<file path="config.mk">
export PLATFORM = sky130hd
export DESIGN_NAME = ahb5_mem_subordinate
export DESIGN_NICKNAME = d
export VERILOG_FILES = /design/src/rtl/ahb5_sub_pkg.sv /design/src/rtl/ahb5_sub_lfsr.sv /design/src/rtl/ahb5_mem_subordinate.sv
export SDC_FILE = /design/constraint.sdc
export NUM_CORES = 1
export LEC_CHECK = 0
export BUFFER_PORTS_ARGS = -buffer_cell sky130_fd_sc_hd__buf_2
export CORE_MARGIN = 8
export CORE_UTILIZATION = 36
export DETAILED_ROUTE_END_ITERATION = 7
export SETUP_SLACK_MARGIN = 0.5
export SKIP_CTS_REPAIR_TIMING = 1
export SLEW_MARGIN = 20
export SYNTH_ARGS = -nofsm -noshare
export SYNTH_HDL_FRONTEND = slang
export SYNTH_SLANG_ARGS = --single-unit
</file>
<file path="constraint.sdc">
create_clock -name HCLK -period 52.1 [get_ports HCLK]
set_input_delay 10.42 -clock HCLK [delete_from_list [all_inputs] [get_ports HCLK]]
set_output_delay 10.42 -clock HCLK [all_outputs]
set_load 0.01 [all_outputs]
</file>
<file path="src/rtl/ahb5_sub_pkg.sv">
// ---------------------------------------------------------------------------
// ahb5_sub_pkg
//   Shared definitions for the AHB5 memory subordinate:
//     - HTRANS / HSIZE encodings
//     - subordinate FSM state enum
//     - LFSR tap mask and single-step helper (random-wait build)
//     - byte-lane strobe helper (size/addr -> 4-bit write strobe)
// ---------------------------------------------------------------------------
package ahb5_sub_pkg;

  typedef enum logic [1:0] {
    HTRANS_IDLE   = 2'b00,
    HTRANS_BUSY   = 2'b01,
    HTRANS_NONSEQ = 2'b10,
    HTRANS_SEQ    = 2'b11
  } htrans_e;

  typedef enum logic [2:0] {
    HSIZE_BYTE = 3'd0,
    HSIZE_HALF = 3'd1,
    HSIZE_WORD = 3'd2
  } hsize_e;

  typedef enum logic [1:0] {
    IDLE = 2'd0,
    WAIT = 2'd1,
    ERR1 = 2'd2,
    ERR2 = 2'd3
  } sub_state_e;

  // Fibonacci taps 16,14,13,11 -> state bits 15,13,12,10
  localparam logic [15:0] LFSR_TAP_MASK = 16'hB400;

  function automatic logic [15:0] lfsr_step(input logic [15:0] s);
    return {s[14:0], ^(s & LFSR_TAP_MASK)};
  endfunction

  // Byte lanes touched by a transfer of the given size at addr[1:0].
  // Illegal sizes select no lanes.
  function automatic logic [3:0] lane_strobe(input logic [2:0] size,
                                             input logic [1:0] addr_lo);
    logic [3:0] strb;
    strb = 4'b0000;
    case (size)
      HSIZE_BYTE: strb = 4'b0001 << addr_lo;
      HSIZE_HALF: strb = addr_lo[1] ? 4'b1100 : 4'b0011;
      HSIZE_WORD: strb = 4'b1111;
      default:    strb = 4'b0000;
    endcase
    return strb;
  endfunction

endpackage

</file>
<file path="src/rtl/ahb5_sub_lfsr.sv">
// ---------------------------------------------------------------------------
// ahb5_sub_lfsr
//   16-bit Fibonacci LFSR used to randomise subordinate wait states.
//   Advances one step on each cycle with en=1; resets to SEED.
// Ports:
//   HCLK    in   clock (rising edge)
//   HRESET  in   asynchronous active-high reset
//   en      in   advance enable
//   state   out  current 16-bit LFSR value
// ---------------------------------------------------------------------------
module ahb5_sub_lfsr
  import ahb5_sub_pkg::*;
#(
  parameter logic [15:0] SEED = 16'hACE1
) (
  input  logic        HCLK,
  input  logic        HRESET,
  input  logic        en,
  output logic [15:0] state
);

  logic [15:0] lfsr_reg;

  always_ff @(posedge HCLK or posedge HRESET) begin
    if (HRESET) begin
      lfsr_reg <= SEED;
    end else if (en) begin
      lfsr_reg <= lfsr_step(lfsr_reg);
    end
  end

  assign state = lfsr_reg;

endmodule

</file>
<file path="src/rtl/ahb5_mem_subordinate.sv">
// ---------------------------------------------------------------------------
// ahb5_mem_subordinate
//   AHB5 subordinate backed by a small word-addressed register memory.
//   Accepts pipelined single transfers, inserts wait states on OKAY
//   transfers and answers illegal accesses with a two-cycle ERROR.
//
//   Build option: define AHB5_SUB_RAND_WAIT_EN to take the per-transfer
//   wait count from an LFSR (0..7) instead of the fixed WAIT_STATES.
//
// Ports:
//   HCLK       in   bus clock
//   HRESET     in   asynchronous active-high reset
//   HSEL       in   subordinate select
//   HADDR      in   byte address
//   HTRANS     in   transfer type
//   HWRITE     in   1 = write
//   HSIZE      in   transfer size (0 byte, 1 half, 2 word)
//   HPROT      in   protection attributes (not checked)
//   HNONSEC    in   1 = non-secure access
//   HWDATA     in   write data (data phase)
//   HREADY     in   bus ready, qualifies the address phase
//   HREADYOUT  out  this subordinate's ready
//   HRESP      out  0 = OKAY, 1 = ERROR
//   HRDATA     out  read data
// ---------------------------------------------------------------------------
module ahb5_mem_subordinate
  import ahb5_sub_pkg::*;
#(
  parameter int                    ADDR_WIDTH   = 32,
  parameter int                    DATA_WIDTH   = 32,
  parameter logic [ADDR_WIDTH-1:0] BASE_ADDR    = 32'h4000_0000,
  parameter int                    DEPTH        = 16,
  parameter int                    SECURE_WORDS = 4,
  parameter int                    WAIT_STATES  = 1,
  parameter logic [15:0]           LFSR_SEED    = 16'hACE1
) (
  input  logic                  HCLK,
  input  logic                  HRESET,
  input  logic                  HSEL,
  input  logic [ADDR_WIDTH-1:0] HADDR,
  input  logic [1:0]            HTRANS,
  input  logic                  HWRITE,
  input  logic [2:0]            HSIZE,
  input  logic [3:0]            HPROT,
  input  logic                  HNONSEC,
  input  logic [DATA_WIDTH-1:0] HWDATA,
  input  logic                  HREADY,
  output logic                  HREADYOUT,
  output logic                  HRESP,
  output logic [DATA_WIDTH-1:0] HRDATA
);

  localparam int                    IDX_W   = $clog2(DEPTH);
  localparam int                    LANES   = DATA_WIDTH / 8;
  localparam logic [ADDR_WIDTH-1:0] SPAN    = ADDR_WIDTH'(4 * DEPTH);
  localparam logic [IDX_W:0]        SEC_LIM = (IDX_W + 1)'(SECURE_WORDS);

  // -------------------------------------------------------------------------
  // Address-phase decode
  // -------------------------------------------------------------------------
  logic [ADDR_WIDTH-1:0] offset;
  logic [IDX_W-1:0]      acc_idx;
  logic                  out_of_range;
  logic                  bad_size;
  logic                  misaligned;
  logic                  secure_viol;
  logic                  illegal;

  assign offset       = HADDR - BASE_ADDR;
  assign acc_idx      = offset[IDX_W+1:2];
  assign out_of_range = (HADDR < BASE_ADDR) || (offset >= SPAN);
  assign bad_size     = (HSIZE > HSIZE_WORD);
  assign misaligned   = ((HSIZE == HSIZE_HALF) && HADDR[0]) ||
                        ((HSIZE == HSIZE_WORD) && (HADDR[1:0] != 2'b00));
  assign secure_viol  = HNONSEC && ({1'b0, acc_idx} < SEC_LIM);
  assign illegal      = out_of_range || bad_size || misaligned || secure_viol;

  // -------------------------------------------------------------------------
  // Wait-count source
  // -------------------------------------------------------------------------
  logic [2:0] wait_load;
  logic       accept;
  logic       unused_ok;

`ifdef AHB5_SUB_RAND_WAIT_EN
  logic [15:0] lfsr_state;

  // Every accepted transfer (legal or not) steps the LFSR; the wait count
  // is taken from the value present at the accepting edge.
  ahb5_sub_lfsr #(
    .SEED (LFSR_SEED)
  ) u_lfsr (
    .HCLK   (HCLK),
    .HRESET (HRESET),
    .en     (accept),
    .state  (lfsr_state)
  );

  assign wait_load = lfsr_state[2:0];
  assign unused_ok = ^{HPROT, lfsr_state[15:3]};
`else
  assign wait_load = 3'(WAIT_STATES);
  assign unused_ok = ^{HPROT, LFSR_SEED};
`endif

  // -------------------------------------------------------------------------
  // FSM
  // -------------------------------------------------------------------------
  sub_state_e state_reg, state_next;
  logic [2:0] wcnt_reg,  wcnt_next;
  logic       pend_reg,  pend_next;   // legal transfer in its data phase
  logic       ready_int;
  logic       resp_int;

  always_ff @(posedge HCLK or posedge HRESET) begin
    if (HRESET) begin
      state_reg <= IDLE;
      wcnt_reg  <= 3'd0;
      pend_reg  <= 1'b0;
    end else begin
      state_reg <= state_next;
      wcnt_reg  <= wcnt_next;
      pend_reg  <= pend_next;
    end
  end

  always_comb begin
    state_next = state_reg;
    wcnt_next  = wcnt_reg;
    pend_next  = pend_reg;
    ready_int  = 1'b1;
    resp_int   = 1'b0;
    accept     = 1'b0;

    case (state_reg)
      IDLE: begin
        // A pending transfer completes in this cycle.
        pend_next = 1'b0;
      end
      WAIT: begin
        ready_int = 1'b0;
        wcnt_next = wcnt_reg - 3'd1;
        if (wcnt_reg <= 3'd1) begin
          state_next = IDLE;
        end
      end
      ERR1: begin
        ready_int  = 1'b0;
        resp_int   = 1'b1;
        state_next = ERR2;
      end
      ERR2: begin
        resp_int   = 1'b1;
        state_next = IDLE;
      end
      default: begin
        state_next = IDLE;
      end
    endcase

    // Address phases are only sampled while this subordinate is ready.
    accept = HSEL && HTRANS[1] && HREADY && ready_int;

    if (accept) begin
      if (illegal) begin
        state_next = ERR1;
        pend_next  = 1'b0;
      end else begin
        wcnt_next  = wait_load;
        pend_next  = 1'b1;
        state_next = (wait_load != 3'd0) ? WAIT : IDLE;
      end
    end
  end

  assign HREADYOUT = ready_int;
  assign HRESP     = resp_int;

  // -------------------------------------------------------------------------
  // Registered address phase
  // -------------------------------------------------------------------------
  logic [IDX_W-1:0] idx_reg;
  logic             write_reg;
  logic [3:0]       strb_reg;

  always_ff @(posedge HCLK or posedge HRESET) begin
    if (HRESET) begin
      idx_reg   <= '0;
      write_reg <= 1'b0;
      strb_reg  <= 4'b0000;
    end else if (accept) begin
      idx_reg   <= acc_idx;
      write_reg <= HWRITE;
      strb_reg  <= lane_strobe(HSIZE, HADDR[1:0]);
    end
  end

  // -------------------------------------------------------------------------
  // Memory
  // -------------------------------------------------------------------------
  logic                  data_done;
  logic                  commit_wr;
  logic                  rd_active;
  logic [LANES-1:0]      lane_we;
  logic [DATA_WIDTH-1:0] mem [DEPTH];

  // Data phase finishes on the edge that ends an IDLE cycle with a pending
  // legal transfer; errored transfers never set pend_reg.
  assign data_done = (state_reg == IDLE) && pend_reg;
  assign commit_wr = data_done && write_reg;
  assign rd_active = data_done && !write_reg;

  for (genvar gi = 0; gi < LANES; gi++) begin : g_lane
    assign lane_we[gi] = commit_wr && strb_reg[gi];
  end

  always_ff @(posedge HCLK or posedge HRESET) begin
    if (HRESET) begin
      for (int w = 0; w < DEPTH; w++) begin
        mem[w] <= '0;
      end
    end else begin
      for (int b = 0; b < LANES; b++) begin
        if (lane_we[b]) begin
          mem[idx_reg][8*b +: 8] <= HWDATA[8*b +: 8];
        end
      end
    end
  end

  // Write commits at the end of its data phase, so a following read's data
  // phase already sees the new contents without a bypass path.
  assign HRDATA = rd_active ? mem[idx_reg] : '0;

endmodule

</file>
# Word-level counts from Yosys, hierarchy flattened
# Cells that the tools add are included.
# op_classes
addsub	2
n_reduce_logical	28
magnitude_cmp	7
mux	34
n_mul	0
n_shift	1
n_eq_ne	6
n_div	0
bitwise	1
# ops
op	n
$bwmux 512	4
$mux 512	4
$demux 32 s4	4
$bmux 32 s4	1
$mux 32	4
$ge 32x7->1 const B	1
$lt 32x31->1 const B	1
$sub 32x31->32 const B	1
$mux 24	1
$mux 16	1
$logic_and 1x1->1	14
$pmux 4 s3	1
$mux 3	3
$mux 8	1
$mux 2	3
$pmux 2 s3	1
$ge 5x5->1 const B	1
$logic_or 1x1->1	5
$lt 5x1->1 const B	1
$mux 1	5
$not 4->5	1
$eq 2x2->1 const B	2
$lt 4x3->1 const B	1
$mux 4	1
15 further kinds	17
# totals
mem_bits_rw	0
mem_count	0
input_bits	79
rom_bits	0
elab_cells	101
latch_bits	0
regBits	527
output_inout_bits	34

# Logic depth before layout (Yosys ltp)
# logic_depth
depth_word	13
depth_mapped	8
depth_no_buf	6

# Worst setup path after synthesis
# No wires, ideal clock.
# synth_path
kind	register to output
from	register idx_reg[0]
to	output port HRDATA[10]
required_time_ns	41.680
n_path_buf	3
path_stages_with_launch	7
slack_ns	39.937
arrival_time_ns	1.743
path_cell_list	dfrtp_1 buf_4 buf_4 buf_2 mux4_2 a22oi_1 nand2_1
# synth_via
elab_chain_len	5
# synth_rtl
element	line_no	rtl
start, declared	ahb5_mem_subordinate.sv:182	logic [IDX_W-1:0] idx_reg;
start signal, assigned	ahb5_mem_subordinate.sv:192	idx_reg <= acc_idx;
$not 4->5 (implied by the code)	ahb5_mem_subordinate.sv:233	assign HRDATA = rd_active ? mem[idx_reg] : '0;
$bmux 32 s4	ahb5_mem_subordinate.sv:233	
$mux 32 (implied by the code) (2 in series)	ahb5_mem_subordinate.sv:233	
$mux 32	ahb5_mem_subordinate.sv:233	
end, declared	ahb5_mem_subordinate.sv:50	output logic [DATA_WIDTH-1:0] HRDATA
# Every way passes these cells. The select of a mux whose other input is x is not followed.

# Worst setup path in the final report
# layout_path
from	register idx_reg[0]
to	output port HRDATA[3]
# Same word-level chain as after synthesis.

==> flow_summary.ini <==
[cts]
htreeDepth = 2
insertion_delay_ps = 600
numClockSinks = 527
tritoncts = yes
cts_made_buffers = 56
cts_root_buffer = clkbuf_16
path_clk_slew_ps = 60
clockBufferDepth = 3

[route]
routedWlPerCell_um = 22.8
drtIter0Drc = 706
postRouteAntennaNets = 0
totalWireLength_um = 57800
drt-pass1-iter-count = 4
drc_errors = 0
vias_per_cell = 5.33
vias = 13500

[setup_path]
cp-startpoint = idx_reg[0]
cp.arrival_ps = 3820
r2r-start = idx_reg[0]
worstSetupStartpointType = flip-flop
crit_type = reg2out
crit_required_ps = 41680
max_stage_delay_ps = 1050
cp_slowest_cell = dfrtp_4
crit_path_max_fanout = 50
crit_chain = buf_4 > mux4_2 > a22oi_1 > nand2_1 > buf_2
end_kind = primary output

[timing]
tightest_slew_ps = 984
finalHoldViolCount = 0
setup_violations = 0
slew_headroom_pct = 34.4
max_freq_mhz = 70.2
drv_slew = 0
final.setup_skew_ps = 13.9
min_period_over_period_pct = 27.3
setup_tns_ps = 0
fin_crit_ps = 14240
rsz0062_at_grt = no

[yosys]
yosys-top-cells-area = dfrtp_1 55%, mux2_2 23%, mux4_2 12%, a22oi_1 2.0%, nand2_2 1.1%
synth_top_area_share_pct = 54.7
syn_inst = 1519
synth-async-reset-ratio_pct = 100
synthAdderAreaFrac_pct = 0.311
synth_common_cells = 527 x dfrtp_1, 497 x mux2_2, 128 x mux4_2
yosys.area.top_type = dfrtp_1
yosys_warnings = 0
muxShareOfSynthArea_pct = 36.1
syn_nets = 1604
synth_xor_area_share_pct = 0.0726
synth_most_common_cell = dfrtp_1
synthesis.area_um2 = 24100
yosysSeqAreaShare_pct = 54.7
synth-edff-count = 0
synth_top_family_by_area = multiplexers
synthFlopType = dfrtp_1
synth-simple-area-share_pct = 4.44
ys_ff_latch = 527
synth_compound_area_share_pct = 2.57
syn_avg_cell_area_um2 = 15.9
synth.distinct_cells = 49

[floorplan]
die_area_um2 = 75500
design.core.area_um2 = 66800
start_util_pct = 36.1
die_x_um = 275
die_height_um = 275
fp-row-count = 95
ios = 113

[status]
outcome = completed

[grt]
first_global_vias = 14700
grt_pass1_wl_um = 89900
grt-ovfl-total = 0
grt_start_max_net_pins = 122
antenna_found_initial = 2
grt_usage_pct = 15.4

[power]
powerDensity_nw_per_um2 = 39.3
ir_drop_mv = 0.0261
p_leak_nw = 12.0

[worst_hold_path]
min_path_type = reg2reg
hp-start = mem[84]

[finish]
synthToLayoutAreaGrowth_pct = 13.8
finalInstanceArea_um2 = 27400
final_core_util_pct = 41.1
nets = 1699
drive_above_1_share_pct = 55.6
largest_reg_flops = 512
n_antenna_cell = 0
nFillCells = 6119

[place]
dp_hpwl_um = 36700
portBuffers = 107
gp_congestion = 0.738
placed_cell_area_um2 = 25500

[job]
drv_cap = 0
[where the power goes]
group / internal, W / switching, W
combinational: 0.000112 / 0.0000962
clock: 0.000246 / 0.000160
sequential: 0.000429 / 0.0000364
total: 0.000787 / 0.000292
[routing by layer]
metal	up-vias	global-route usage (%)	share of wire [%]
li1	5895	-	-
met1	7285	20.6	44
met2	211	25.5	49
met3	90	2.72	3.7
met4	2	5.10	3.0
met5	-	0	0.022
[through the flow]
step                hold WS, ps  total power [W]  cells  worst slack (ps)
floorplan                   452         0.000634   1519             26950
global placement            462         0.000681   2427             38010
detailed placement          471         0.000686   2429             37820
CTS                         485          0.00110   2531             37630
global route                502          0.00113   2531             37540
finish                      483          0.00108   2531             37860
[cell type report]
| class | instances | area (µm²) | share of cell area (%) |
|---|---|---|---|
| clock buffers | 87 | 1690 | 6.16 |
| flip-flops and latches | 527 | 13200 | 48.1 |
| multi-input cells | 896 | 10500 | 38.4 |
| inverters | 8 | 37.5 | 0.137 |
| clock inverters | 15 | 203 | 0.739 |
| well taps | 873 | 1090 | 3.98 |
| repair buffers | 125 | 689 | 2.51 |
[kinds of logic after synthesis]
| kind of cell | Yosys count |
|---|---|
| adders and majority gates | 6 |
| buffers and inverters | 96 |
| AOI/OAI and AO/OA | 85 |
| xor gates and xnor gates | 2 |
| and+or+nand+nor | 158 |
| DFF | 527 |
| muxes | 645 |
[cells in the final DEF (no fill, tap or decap), drive strengths merged, types with 4 or more instances in the layout]
| cell | netlist | final |
|---|---|---|
| a21oi | 5 | 5 |
| a22oi | 64 | 64 |
| and2 | 4 | 4 |
| buf | 37 | 125 |
| bufinv | 0 | 5 |
| clkbuf | 51 | 87 |
| clkinv | 0 | 9 |
| dfrtp | 527 | 527 |
| ha | 6 | 6 |
| inv | 8 | 8 |
| mux2 | 517 | 517 |
| mux4 | 128 | 128 |
| nand2 | 89 | 89 |
| nand2b | 6 | 6 |
| nor2 | 27 | 27 |
| nor3 | 7 | 7 |
| nor4 | 8 | 8 |
| o21ai | 5 | 5 |
| or2 | 6 | 6 |
[worst paths after layout]
kind / end / slack, ps / depth (start not counted)
setup / recovery: HRDATA[3] / 37860 / 5
hold / removal: mem[84] / 480 / 1
setup reg to reg: mem[137] / 48510 / 5
hold reg to reg: mem[84] / 480 / 1
max in group asynchronous: idx_reg[0] / 39080 / 5
min in group asynchronous: mem[481] / 9970 / 2
[worst max-delay path: cells and delay by family, from the launching register on]
| kind | cells | cell delay (ps) |
|---|---|---|
| buffers and inverters | 2 | 1040 |
| and+or+nand+nor | 1 | 130 |
| muxes | 1 | 610 |
| DFF | 1 | 1050 |
| AOI/OAI and AO/OA | 1 | 370 |
Note: power is estimated with default switching activity, not from simulation.
